[src/rtl/ps2_scan_receiver.sv]
// ps2_scan_receiver: deserialises PS/2 device-to-host frames into a held scan code
// with a one-cycle make strobe; E0/F0 prefixes and keyboard error bytes are filtered here.
module ps2_scan_receiver #(
    parameter int TIMEOUT_CYCLES = 50000,
    parameter bit DROP_EXTENDED  = 1'b1
) (
    input  logic       clk,
    input  logic       reset_signal_n,
    input  logic       ps2_clk,
    input  logic       ps2_data,
    output logic [7:0] code,
    output logic       set_signal,
    output logic       key_held,
    output logic       frame_err
);
    localparam int TW = $clog2(TIMEOUT_CYCLES);
    localparam logic [TW-1:0] T_MAX = TW'(TIMEOUT_CYCLES - 1);

    typedef enum logic {IDLE, SHIFT} state_t;

    state_t        state;
    logic [1:0]    clk_sync, data_sync;
    logic          prev;
    logic [3:0]    bit_cnt;
    logic [7:0]    shreg;
    logic          parity;
    logic [TW-1:0] t_cnt;
    logic          ext_pend, brk_pend;
    logic          fall, din, frame_ok, drop_ext;

    assign fall     = prev & ~clk_sync[1];
    assign din      = data_sync[1];
    assign frame_ok = (^shreg ^ parity) & din;
    assign drop_ext = ext_pend & DROP_EXTENDED;

    // Sync flops reset to line-idle so reset release never looks like a falling edge
    always_ff @(posedge clk or negedge reset_signal_n) begin
        if (!reset_signal_n) begin
            clk_sync  <= 2'b11;
            data_sync <= 2'b11;
            prev      <= 1'b1;
        end else begin
            clk_sync  <= {clk_sync[0], ps2_clk};
            data_sync <= {data_sync[0], ps2_data};
            prev      <= clk_sync[1];
        end
    end

    always_ff @(posedge clk or negedge reset_signal_n) begin
        if (!reset_signal_n) begin
            state      <= IDLE;
            bit_cnt    <= '0;
            shreg      <= '0;
            parity     <= 1'b0;
            t_cnt      <= '0;
            ext_pend   <= 1'b0;
            brk_pend   <= 1'b0;
            code       <= '0;
            key_held   <= 1'b0;
            set_signal <= 1'b0;
            frame_err  <= 1'b0;
        end else begin
            set_signal <= 1'b0;
            frame_err  <= 1'b0;
            if (fall)
                t_cnt <= '0;
            else if (state == SHIFT && t_cnt != T_MAX)
                t_cnt <= t_cnt + 1'b1;
            if (state == IDLE) begin
                if (fall && !din) begin
                    state   <= SHIFT;
                    bit_cnt <= 4'd1;
                end
            end else if (fall) begin
                bit_cnt <= bit_cnt + 1'b1;
                if (bit_cnt <= 4'd8)
                    shreg <= {din, shreg[7:1]};
                else if (bit_cnt == 4'd9)
                    parity <= din;
                else begin
                    state   <= IDLE;
                    bit_cnt <= '0;
                    if (!frame_ok || shreg == 8'h00 || shreg == 8'hFF) begin
                        frame_err <= 1'b1;
                        ext_pend  <= 1'b0;
                        brk_pend  <= 1'b0;
                    end else if (shreg == 8'hE0)
                        ext_pend <= 1'b1;
                    else if (shreg == 8'hF0)
                        brk_pend <= 1'b1;
                    else if (shreg != 8'hAA && shreg != 8'hFA) begin
                        ext_pend <= 1'b0;
                        brk_pend <= 1'b0;
                        if (brk_pend) begin
                            if (key_held && shreg == code && !drop_ext) begin
                                code     <= 8'h00;
                                key_held <= 1'b0;
                            end
                        end else if (!drop_ext && !(key_held && shreg == code)) begin
                            code       <= shreg;
                            key_held   <= 1'b1;
                            set_signal <= 1'b1;
                        end
                    end
                end
            end else if (t_cnt == T_MAX) begin
                state     <= IDLE;
                frame_err <= 1'b1;
                ext_pend  <= 1'b0;
                brk_pend  <= 1'b0;
            end
        end
    end
endmodule

[config.mk]
export PLATFORM = sky130hd
export DESIGN_NAME = ps2_scan_receiver
export DESIGN_NICKNAME = d
export VERILOG_FILES = /design/src/rtl/ps2_scan_receiver.sv
export SDC_FILE = /design/constraint.sdc
export NUM_CORES = 1
export LEC_CHECK = 0
export CAP_MARGIN = 30
export CORE_UTILIZATION = 51
export DETAILED_ROUTE_END_ITERATION = 10
export GPL_TIMING_DRIVEN = 0
export PLACE_DENSITY = 0.73
export REMOVE_ABC_BUFFERS = 1
export SLEW_MARGIN = 40
export SYNTH_ARGS = -nofsm -noshare
export SYNTH_HDL_FRONTEND = slang
export SYNTH_SLANG_ARGS = --single-unit
export TNS_END_PERCENT = 30
[constraint.sdc]
create_clock -name clk -period 2.3 [get_ports clk]
set_input_delay 0.46 -clock clk [delete_from_list [all_inputs] [get_ports clk]]
set_output_delay 0.46 -clock clk [all_outputs]
set_load 0.02 [all_outputs]
==> results of run 1 <==
## logic make-up after synthesis
kind of cell	share of synthesized area [%]
multiplexers	1.58
AND/OR/NAND/NOR	20.7
flip-flops	46.3
adder cells (fa/ha/maj)	7.68
AO/OA/AOI/OAI	12.8
buffers and inverters	3.36
XOR/XNOR	7.59
## worst min-delay path by stage
stage | cells past startpoint | startpoint | end | slack (ns)
2_1_floorplan | 0 | reset_signal_n | bit_cnt[0] | 0.16
3_3_place_gp | 0 | data_sync[0] | data_sync[1] | 0.35
3_5_place_dp | 1 | reset_signal_n | t_cnt[10] | 0.34
4_1_cts | 1 | reset_signal_n | t_cnt[10] | 0.0004
5_1_grt | 1 | reset_signal_n | t_cnt[10] | 0.005
6_report | 1 | reset_signal_n | code[7] | -0.001
## critical path, stage by stage, from the launching register on
cell and delay [ns]:
sky130_fd_sc_hd__dfrtp_1 0.43, sky130_fd_sc_hd__inv_2 0.09, sky130_fd_sc_hd__ha_4 0.26, sky130_fd_sc_hd__xnor3_1 0.43, sky130_fd_sc_hd__xnor2_2 0.16, sky130_fd_sc_hd__nand4b_1 0.24
sky130_fd_sc_hd__o21bai_4 0.27, sky130_fd_sc_hd__a221o_1 0.34
## final cells by class
class | instances | share of cell area, %
Sequential cell | 48 | 38.9
Timing Repair Buffer | 29 | 8.57
Multi-Input combinational cell | 188 | 45.2
Clock inverter | 1 | 0.241
Inverter | 13 | 1.65
Clock buffer | 7 | 2.78
Tap cell | 67 | 2.70
## where the power goes
part | switching, mW | internal, mW | total [mW]
Clock | 0.286 | 0.245 | 0.530
Combinational | 0.796 | 0.853 | 1.65
Sequential | 0.255 | 1.04 | 1.30
## registers in the layout, summed over array words and instances (netlist names), 2 cells and up
| signal | count |
|---|---|
| bit_cnt | 4 |
| clk_sync | 2 |
| code | 8 |
| data_sync | 2 |
| shreg | 8 |
| t_cnt | 16 |
## stage by stage
stage               setup WS, ns  instances  TNS, ns
global route             -0.0746        353   -0.472
finish                   -0.0431        353   -0.221
detailed placement        -0.744        332    -5.70
global placement           -1.07        330   -45.40
CTS                       0.0250        344        0
floorplan                 -0.253        249    -2.92
## timing repair
| action | in CTS | in global routing |
|---|---|---|
| pin swaps | 1 | 8 |
| gates cloned | 0 | 0 |
| setup buffers | 4 | 9 |
| resized for setup | 4 | 16 |
| setup endpoints to repair | 11 | 11 |
## cells in the final DEF (no fill, tap or decap), drive strengths merged, types with 5 or more instances in the layout
master	instances
a21oi	9
a221o	7
buf	16
clkbuf	7
clkdlybuf4s50	13
dfrtp	43
dfstp	5
ha	16
inv	13
nand2	20
nand3	7
nand4	9
nor2	18
nor2b	9
nor3	6
nor4	8
o21ai	18
or3	6
xnor2	14
xor2	6
## per-layer routing
metal	up-vias	global-route usage [%]	wire, microns
met5	-	0	0
met4	0	10.0	105
met3	8	4.39	193
met2	41	32.2	2440
met1	1025	30.4	2650
li1	978	-	-
==> results.md, run 1 <==
* Outcome: finished, violations left
* Violations in the final reports: hold timing, setup timing
* Area fraction of the dominant cell type after synthesis at between 40% and 50%
* First-pass GRT wire length at just under 9000 microns
* Sequential cell area at 0.00121 sq mm
* Summed instance area of the synthesized netlist at 0.00261 sq mm
* Top post-synthesis cells by count: sky130_fd_sc_hd__dfrtp_1, sky130_fd_sc_hd__nand2_1, sky130_fd_sc_hd__nor2_1, sky130_fd_sc_hd__o21ai_0, sky130_fd_sc_hd__ha_1
* Worst hold slack after final layout at -0.00114 ns
* Clock latency on the worst-skew pair at ~0.31 ns
* Area of the die at between 0.005 and 0.006 sq mm
* Routed wire length at between 5000 and 6000 microns
* Cell chosen for the clock root: sky130_fd_sc_hd__clkbuf_8
* Final-layout fill cell count at between 300 and 400
* Cts bufs inserted at 5
* Proportion of synthesized chip area in sequential cells at around 46%
* Most frequent cell after synthesis: sky130_fd_sc_hd__dfrtp_1
* Type of element capturing the critical path: flop
* Type of the worst setup path: flop to flop
* Top fanout value on the critical path at 7
* Number of antenna violations at the first check in global routing at 0
* Vias in the first global route at approximately 1,900
* Via density per instance at a little under 6
* Final hold violations at 1
* Share of synthesized flip-flops with an asynchronous set or reset at between 90% and 100%
* Number of input and output port buffers inserted at 14
* Fmax at between 0.4 and 0.5 GHz
* Fraction of layout instances using a drive strength above 1 at a little under a fifth
* RSZ-0062 raised after global routing: yes
* Leakage at 1.33 nW
* Core Region at just under 0.005 sq mm
* Largest net degree at the start of global routing at 34
* Pre-antenna DRT Iters at 4
* Number of buffers inserted by hold repair at cts at 0
* Clock input transition at the sequential cells of the worst setup and hold paths at 0.09 ns
* Final weighted congestion in routability-driven placement at around 0.84
* Post-synthesis cell type with the largest combined area: sky130_fd_sc_hd__dfrtp_1
* WL per Instance at 15.3 microns
* Data required time at the worst endpoint at between 2 and 2.5 ns
* Distinct cells, synth at between 40 and 50
* Arrival time worst endpoint at between 2 and 3 ns
* Worst vdd ir at ~0.00069 V
* Multi-input gate area in the final layout at about 0.0014 sq mm
* Dominant register cell in the synthesized netlist: sky130_fd_sc_hd__dfrtp_1
* Setup violations, final at 7
* Reg2reg start: shreg[5]
* Setup WS post-layout at -0.0431 ns
* Cells after synthesis at approximately 260
* Least-Margin Pin Slew at a little over 0.7 ns
* Post-layout min period at approximately 2.3 ns
* Row count at 25
* Top-Level Pins at 15
* # H-tree levels at 2
* Cell area power density at around 1100 mW/mm^2
* Final Cycle Share at 102%
* Number of remaining DRC errors at 0
* Clock Sinks at 48
* Number of warnings reported in the yosys synthesis log at 0
* Worst Setup SP: shreg[5]
* Area Overhead vs Synth at 19.3%
* Area contributors post-synth: sky130_fd_sc_hd__dfrtp_1, sky130_fd_sc_hd__ha_1, sky130_fd_sc_hd__dfstp_2
* FF-to-FF path depth at 7
* Number of max-capacitance violations reported at 0
* Total number of vias at slightly above 2,000
* Layout Cell Area excl Fill at around 0.0031 sq mm
* Number of synthesized flops with an enable pin at 0
* Count of antenna-violating nets left after detailed routing at 0
* End of the critical path: code[5]
* Overall Global Routing Usage at between 20% and 30%
* Initial core utilization at a little over half
* Average instance area after synthesis at slightly above 10 sq um
* Number of inserted diodes at 0
* Die Span Y at approximately 73 microns
* Kind of launch point of the worst setup path: flop
* Relative slew slack at between 50% and 60%
* Overflow left after global routing at 0
* Chip Width at about 73 microns
* Post-place instance area at around 0.0028 sq mm
* Reg-to-Reg End: code[5]
* Reg2Reg Setup Slack at -0.04 ns
* Total design power at ~3.5 mW
* Number of violations reported at the end of detailed-routing iteration 0 at 56
* Final count of pins violating max slew at 0
* Detail Placement HPWL at 3530 microns
* Net count, final at 305
* Max Root-Sink Buffers at 2
* Final standard cell utilization of the core at 64.5%
* Register bit count reported by yosys at between 40 and 50
* Classification of the worst-slack hold path: input pin to asynchronous set/reset pin
* TritonCTS clock tree: yes
* Worst setup skew after layout at 0.0100 ns
Power figures use the tool's default switching activity.
==> run 2, diff against run 1 <==
--- a/config.mk
+++ b/config.mk
@@ -10,6 +10,7 @@
 export DETAILED_ROUTE_END_ITERATION = 10
 export GPL_TIMING_DRIVEN = 0
 export PLACE_DENSITY = 0.73
+export RECOVER_POWER = 50
 export REMOVE_ABC_BUFFERS = 1
 export SLEW_MARGIN = 40
 export SYNTH_ARGS = -nofsm -noshare
==> results.md, run 2 (synthesized netlist as in run 1, its figures left out) <==
* Flip-flop count of the largest register, all copies and words added at 16
* Number of violations reported at the end of detailed-routing iteration 0 at between 50 and 60
* Number of remaining DRC errors at 0
* Fmax at ~0.43 GHz
* Reg power frac at 37.3%
* Data required time at the worst endpoint at roughly 2.5 ns
* Least-Margin Pin Slew at about 0.82 ns
* Initial core utilization at 54.1%
* Leading cell types in the layout, fill and taps excluded: sky130_fd_sc_hd__dfrtp_1, sky130_fd_sc_hd__nand2_1, sky130_fd_sc_hd__nor2_1, sky130_fd_sc_hd__o21ai_0, sky130_fd_sc_hd__ha_1
* RSZ-0062 raised after global routing: yes
* Chip Width at 73.5 microns
* Fraction of layout instances using a drive strength above 1 at 18.2%
* Setup WS post-layout at -0.0431 ns
* Number of inserted diodes at 0
* Setup violations, final at 7
* Worst Setup SP: shreg[5]
* FF-to-FF path depth at 7
* Delay of the slowest critical-path stage at 0.43 ns
* Largest register by flop count: t_cnt
* Largest net degree at the start of global routing at 34
* Total number of vias at 2,050
* Post-placement worst setup slack at -0.744 ns
* Worst vdd ir at about 0.0007 V
* Multi-input gate area in the final layout at about 0.0014 sq mm
* Worst setup skew after layout at between 0.01 and 0.015 ns
* Final hold violations at 0
* Power share of the clock group at between 10% and 20%
* Number of buffers inserted by hold repair at cts at 0
* Final-layout fill cell count at 380
* Relative slew slack at a little under half
* Detail Placement HPWL at around 3500 microns
* Row count at 25
* Vias in the first global route at ~1,900
* Final count of pins violating max slew at 0
* Reg2Reg Setup Slack at -0.04 ns
* Reg-to-Reg End: code[5]
* Violations in the final reports: setup timing
* Outcome: finished, violations left
* Max Root-Sink Buffers at 2
* Net count, final at around 300
* First-pass GRT wire length at slightly below 9000 microns
* Top-Level Pins at 15
* Reg2reg start: shreg[5]
* Area of the die at between 0.005 and 0.006 sq mm
* Clock latency on the worst-skew pair at roughly 0.31 ns
* Cell area power density at ~1100 mW/mm^2
* Internal power component at about 2.1 mW
* Overflow left after global routing at 0
* Clock input transition at the sequential cells of the worst setup and hold paths at 0.09 ns
* WL per Instance at about 15 microns
* Number of input and output port buffers inserted at 14
* Portion of total power attributed to combinational logic at roughly 47%
* Switching component of the power at between 1 and 1.5 mW
* Via density per instance at 5.81
* Top fanout value on the critical path at 7
* Final Cycle Share at 102%
* Arrival time worst endpoint at about 2.5 ns
* Largest registers: t_cnt: 16 flops, code: 8 flops, shreg: 8 flops
* Cell chosen for the clock root: sky130_fd_sc_hd__clkbuf_8
* Type of element capturing the critical path: flop
* Critical-path cell list: inv_2 -> ha_4 -> xnor3_1 -> xnor2_2 -> nand4b_1 -> o21bai_4 -> a221o_1
* Count of antenna-violating nets left after detailed routing at 0
* Clock Sinks at between 40 and 50
* Post-place instance area at 0.00283 sq mm
* Layout Cell Area excl Fill at 0.00309 sq mm
* Number of antenna violations at the first check in global routing at 0
* Cts bufs inserted at 5
* Most common cell after layout, fill and taps aside: sky130_fd_sc_hd__dfrtp_1
* Number of max-capacitance violations reported at 0
* Kind of launch point of the worst setup path: flop
* Overall Global Routing Usage at between 20% and 30%
* Pre-antenna DRT Iters at 4
* Net switching fraction of the power at 38.5%
* Area Overhead vs Synth at 18.6%
* TritonCTS clock tree: yes
* Routed wire length at about 5400 microns
* Classification of the worst-slack hold path: input pin to asynchronous set/reset pin
* Sequential cell area at between 0.001 and 0.0015 sq mm
* Final weighted congestion in routability-driven placement at roughly 0.84
* # H-tree levels at 2
* Type of the worst setup path: flop to flop
* Leakage at about 1.3 nW
* Post-layout min period at roughly 2.3 ns
* Core Region at ~0.0048 sq mm
* Die Span Y at between 70 and 80 microns
* CP max stage cell: sky130_fd_sc_hd__dfrtp_1
[run 2: cell count changes in the layout (fill, tap and decap cells not counted), sizes merged]
cell    before  now
clkbuf       7    9
buf         16   14
[run 2: final cells by class]
type / instances / share of cell area [%]
Clock buffer: 7 / 2.79
Clock inverter: 1 / 0.243
Inverter: 13 / 1.66
Multi-Input combinational cell: 188 / 45.4
Sequential cell: 48 / 39.1
Tap cell: 67 / 2.71
Timing Repair Buffer: 29 / 8.02
[run 2: timing repair]
action,in CTS,in global routing
pin swaps,1,8
setup endpoints to repair,11,11
resized for setup,4,16
buffers inserted,4,9
[run 2: stage by stage]
step	total power, mW	utilization (%)	setup TNS [ns]	hold slack (ns)	cells
finish	3.47	64.2	-0.221	0.214	353
global route	3.70	64.2	-0.472	0.295	353
CTS	3.18	61.6	0	0.000448	344
detailed placement	2.59	58.8	-5.70	0.336	332
global placement	2.54	57.9	-45.40	0.346	330
floorplan	2.21	-	-2.92	0.164	249
[run 2: how the worst max path moves through the flow]
stage / end / cells after the start / slack (ns)
after floorplan: code[0] / 5 / -0.25
after global placement: code[3] / 5 / -1.07
after detailed placement: code[6] / 7 / -0.74
after CTS: code[3] / 7 / 0.03
after global routing: code[1] / 7 / -0.07
final: code[5] / 7 / -0.04
[run 2: critical path, delay by kind of cell, from the launching register on]
| family | cells | cell delay [ns] |
|---|---|---|
| AOI/OAI and AO/OA | 2 | 0.61 |
| xor gates and xnor gates | 2 | 0.59 |
| DFF | 1 | 0.43 |
| adders and majority gates | 1 | 0.26 |
| and+or+nand+nor | 1 | 0.24 |
| buffers and inverters | 1 | 0.09 |
[run 2: power by group through the flow]
stage               Combinational [mW]  Sequential [mW]  Clock (mW)
floorplan                        0.909             1.31           0
global route                      1.80             1.32       0.572
CTS                               1.35             1.29       0.544
global placement                  1.23             1.31           0
detailed placement                1.27             1.32           0
finish                            1.65             1.30       0.530
[run 2: per-layer routing]
metal	routed length (microns)	global-route usage, %
met1	2660	30.4
met2	2440	32.2
met3	188	4.39
met4	105	10.0
met5	0	0
==> run 3, diff against run 2 <==
--- a/config.mk
+++ b/config.mk
@@ -9,7 +9,7 @@
 export CORE_UTILIZATION = 51
 export DETAILED_ROUTE_END_ITERATION = 10
 export GPL_TIMING_DRIVEN = 0
-export PLACE_DENSITY = 0.73
+export PLACE_DENSITY = 0.7
 export RECOVER_POWER = 50
 export REMOVE_ABC_BUFFERS = 1
 export SLEW_MARGIN = 40
==> constraint.sdc (replaced) <==
create_clock -name clk -period 2.5 [get_ports clk]
set_input_delay 0.5 -clock clk [delete_from_list [all_inputs] [get_ports clk]]
set_output_delay 0.5 -clock clk [all_outputs]
set_load 0.02 [all_outputs]
==> results.md, run 3 (synthesized netlist as in run 1, its figures left out) <==
* Final weighted congestion in routability-driven placement at between 0.7 and 0.8
* Die Span Y at 73.5 microns
* First-pass GRT wire length at 8710 microns
* Type of element capturing the critical path: flop
* Area Overhead vs Synth at 13.0%
* Arrival time worst endpoint at between 2 and 3 ns
* Fmax at ~0.42 GHz
* Top-Level Pins at 15
* Multi-input gate area in the final layout at about 0.0013 sq mm
* Largest register by flop count: t_cnt
* TritonCTS clock tree: yes
* Worst vdd ir at ~0.00068 V
* Layout Cell Area excl Fill at roughly 0.003 sq mm
* Type of the worst setup path: flop to flop
* Reg2Reg Setup Slack at ~0.14 ns
* Final hold violations at 0
* Leading cell types in the layout, fill and taps excluded: sky130_fd_sc_hd__dfrtp_1, sky130_fd_sc_hd__nand2_1, sky130_fd_sc_hd__nor2_1, sky130_fd_sc_hd__o21ai_0, sky130_fd_sc_hd__ha_1
* Post-layout min period at 2.36 ns
* Least-Margin Pin Slew at roughly 0.91 ns
* Initial core utilization at 54.1%
* Number of violations reported at the end of detailed-routing iteration 0 at 76
* Classification of the worst-slack hold path: input pin to asynchronous set/reset pin
* Data required time at the worst endpoint at between 2 and 3 ns
* Setup violations, final at 0
* FF-to-FF path depth at 7
* Chip Width at approximately 73 microns
* Row count at 25
* RSZ-0062 raised after global routing: no
* Final standard cell utilization of the core at around 61%
* WL per Instance at between 10 and 15 microns
* Reg-to-Reg End: code[3]
* Clock latency on the worst-skew pair at between 0.3 and 0.4 ns
* Cell area power density at between 900 and 1000 mW/mm^2
* Area of the die at 0.00540 sq mm
* Kind of launch point of the worst setup path: flop
* Detail Placement HPWL at ~3500 microns
* Reg2reg start: shreg[0]
* Number of input and output port buffers inserted at 14
* Clock Sinks at 48
* Largest net degree at the start of global routing at 39
* Vias in the first global route at 1,800
* Sequential cell area at between 0.001 and 0.0015 sq mm
* Number of inserted diodes at 0
* Total number of vias at 1,947
* Number of antenna violations at the first check in global routing at 0
* Post-place instance area at about 0.0028 sq mm
* Overall Global Routing Usage at 21.4%
* Max Root-Sink Buffers at 2
* Core Region at approximately 0.0048 sq mm
* Cts bufs inserted at 5
* Via density per instance at between 5 and 6
* Final-layout fill cell count at ~420
* Pre-antenna DRT Iters at 4
* Most common cell after layout, fill and taps aside: sky130_fd_sc_hd__dfrtp_1
* Final count of pins violating max slew at 0
* Net count, final at between 200 and 300
* Count of antenna-violating nets left after detailed routing at 0
* Worst setup skew after layout at 0.0130 ns
* # H-tree levels at 2
* Flip-flop count of the largest register, all copies and words added at 16
* Final Cycle Share at 94.5%
* Clock input transition at the sequential cells of the worst setup and hold paths at roughly 0.090 ns
* Cell chosen for the clock root: sky130_fd_sc_hd__clkbuf_8
* Outcome: complete, no violations
* Fraction of layout instances using a drive strength above 1 at a little under a tenth
* Number of max-capacitance violations reported at 0
* Overflow left after global routing at 0
* Relative slew slack at 39.7%
* Number of remaining DRC errors at 0
* Top fanout value on the critical path at 7
* Routed wire length at just under 5000 microns
* Leakage at about 1.3 nW
* Largest registers: t_cnt: 16 flops, code: 8 flops, shreg: 8 flops
[run 3: timing repair]
item / in CTS / in global routing
resized for setup: 1 / 1
setup buffers: 1 / 1
setup endpoints to repair: 8 / 6
hold buffers: 0 / 0
[run 3: worst max-delay path, stage by stage, from the launching register on]
cell	delay [ns]
sky130_fd_sc_hd__dfrtp_1	0.41
sky130_fd_sc_hd__inv_1	0.11
sky130_fd_sc_hd__ha_1	0.30
sky130_fd_sc_hd__xnor3_1	0.42
sky130_fd_sc_hd__xnor2_1	0.15
sky130_fd_sc_hd__nand4b_1	0.22
sky130_fd_sc_hd__o21bai_4	0.25
sky130_fd_sc_hd__a221o_1	0.39
[run 3: stage by stage]
stage | total power, mW | setup TNS, ns | setup slack [ns] | instances | hold WS [ns]
finish | 2.94 | 0 | 0.138 | 342 | 0.148
global route | 3.17 | 0 | 0.00504 | 342 | 0.220
CTS | 2.96 | 0 | 0.0619 | 341 | 0.00970
detailed placement | 2.39 | -3.51 | -0.513 | 332 | 0.347
global placement | 2.34 | -31.70 | -0.849 | 330 | 0.349
floorplan | 2.04 | -0.320 | -0.0534 | 249 | 0.204
[run 3: metal layers]
layer  wire (microns)  GRT usage, %  share of wire [%]
met1             2560          31.9                 52
met2             2160          30.2                 43
met3              200          4.25                4.0
met4               53          8.97                1.1
met5                0             0                  0
[run 3: layout make-up]
| class | count | share of cell area (%) |
|---|---|---|
| Clock buffer | 6 | 2.46 |
| Multi-Input combinational cell | 188 | 45.5 |
| Tap cell | 67 | 2.85 |
| Inverter | 13 | 1.66 |
| Clock inverter | 2 | 1.19 |
| Timing Repair Buffer | 18 | 5.40 |
| Sequential cell | 48 | 41.0 |
[run 3: worst max-delay path by stage]
stage | start | endpoint | slack [ns] | cells after the start
2_1_floorplan | code[1] | code[0] | -0.05 | 5
3_3_place_gp | shreg[7] | code[3] | -0.85 | 5
3_5_place_dp | shreg[1] | code[3] | -0.51 | 7
4_1_cts | shreg[1] | code[3] | 0.06 | 7
5_1_grt | shreg[0] | code[3] | 0.005 | 7
6_report | shreg[0] | code[3] | 0.14 | 7
[run 3: report_power, final]
part | internal, mW | switching (mW) | leakage (nW)
clock | 0.297 | 0.257 | 0.0552
combinational | 0.590 | 0.602 | 0.580
sequential | 0.955 | 0.242 | 0.632
total | 1.84 | 1.10 | 1.27
==> RTL change: new RTL, config.mk and constraints of run 2 <==
Set the parameter `TIMEOUT_CYCLES` to 100000 (it was 50000).
--- a/src/rtl/ps2_scan_receiver.sv
+++ b/src/rtl/ps2_scan_receiver.sv
@@ -3,3 +3,3 @@
 module ps2_scan_receiver #(
-    parameter int TIMEOUT_CYCLES = 50000,
+    parameter int TIMEOUT_CYCLES = 100000,
     parameter bit DROP_EXTENDED  = 1'b1
Behaviour: same outputs for any inputs over 10 cycles, from zero or initial values and one cycle with reset_signal_n low; that may be too few to reach the edited logic, so the function may still have changed.
==> RTL change against run 2 <==
Sequential cell count rose by 1; critical path type unchanged; largest power group is now sequential cells; routed wire length decreased by 9.8%; cell area is 4.6% lower; largest cell class unchanged; die area increased by 0.56%; synthesized area up 0.58%; power shrank 12%; worst setup slack better by 0.11 ns; maximum frequency increased by 5.0%.
==> RTL change: results (changes against run 2) <==
| Metric | Value |
|---|---|
| Status | finished, final reports clean |
| Worst Setup EP | state |
| Placed Area | 0.00284 mm^2 (+0.22%) |
| Met1 usage | 0.282 (-0.0220) |
| Initial DRC count | 129 (+130%) |
| Ratio of cells with drive above 1 in the final layout | 0.107 (-0.0747) |
| Top post-synthesis cells by area | dfrtp_1 42%, ha_1 7.6%, xnor2_1 5.7%, dfstp_2 5.0%, nor2_1 3.7% |
| DR vias | 1908 (-6.9%) |
| Hold_ws | 0.357 ns (+0.143 ns) |
| Final Net Count | 299 (-2.0%) |
| DR WL/cell | 14.0 um (-8.2%) |
| Setup Buffers After CTS | 1 (-3) |
| Complex-gate fraction of the synthesized area | 0.105 (-0.0232) |
| Worst EP arrival | 2.43 ns (-0.11 ns) |
| XOR/XNOR Fraction of Synth Area | 0.0955 (+0.0196) |
| Post-synthesis mux area share | 0.00811 (-0.00773) |
| Adder-Cell Fraction of Synth Area | 0.0764 (-0.000440) |
| Post-CTS resize count | 1 (-3) |
| Global Route Usage Sum | 0.202 (-0.0139) |
| Register area share after synthesis | 0.470 (+0.00689) |
| Slowest CP cell | or4_4 |
| Critical Path Fanout Max | 10 (+3) |
| Met3 Track Usage GR | 0.0453 (+0.00137) |
| Final HPWL DP | 3.46 mm (-2.0%) |
| Global-route wire length before repair | 8.29 mm (-5.6%) |
| Max-slew headroom | 0.228 (-0.229) |
| Cell variety after synth | 47 (+4.4%) |
| Leak Pwr | 0.00124 uW (-6.2%) |
| R2r setup slk | 0.07 ns (+0.11 ns) |
| Final Skew | 0.0106 ns (+0.000603 ns) |
==> RTL change: metrics by stage <==
step,setup slack [ns],cells
6_report,0.0685,347
3_3_place_gp,-0.609,335
5_1_grt,-0.0104,347
2_1_floorplan,0.181,254
3_5_place_dp,-0.0875,337
4_1_cts,0.00461,346
==> RTL change: power groups by stage <==
stage / clock network, uW / logic (uW) / registers, uW
detailed placement: 0 / 1210 / 1310
finish: 497 / 1260 / 1310
floorplan: 0 / 850 / 1310
global placement: 0 / 1160 / 1310
CTS: 513 / 1230 / 1300
global route: 545 / 1410 / 1340
==> RTL change: routing by layer <==
layer / vias to the layer above / share of wire
met5: - / 0
met4: 0 / 0.013
met3: 7 / 0.026
met2: 26 / 0.46
met1: 928 / 0.50
li1: 947 / -
==> RTL change: area by class of cell <==
type	instances	area, um^2
Sequential cell	49	1240
Tap cell	67	83.8
Timing Repair Buffer	18	174
Fill cell	417	1900
Multi-Input combinational cell	188	1310
Clock buffer	7	76.3
Clock inverter	1	7.51
Inverter	17	63.8
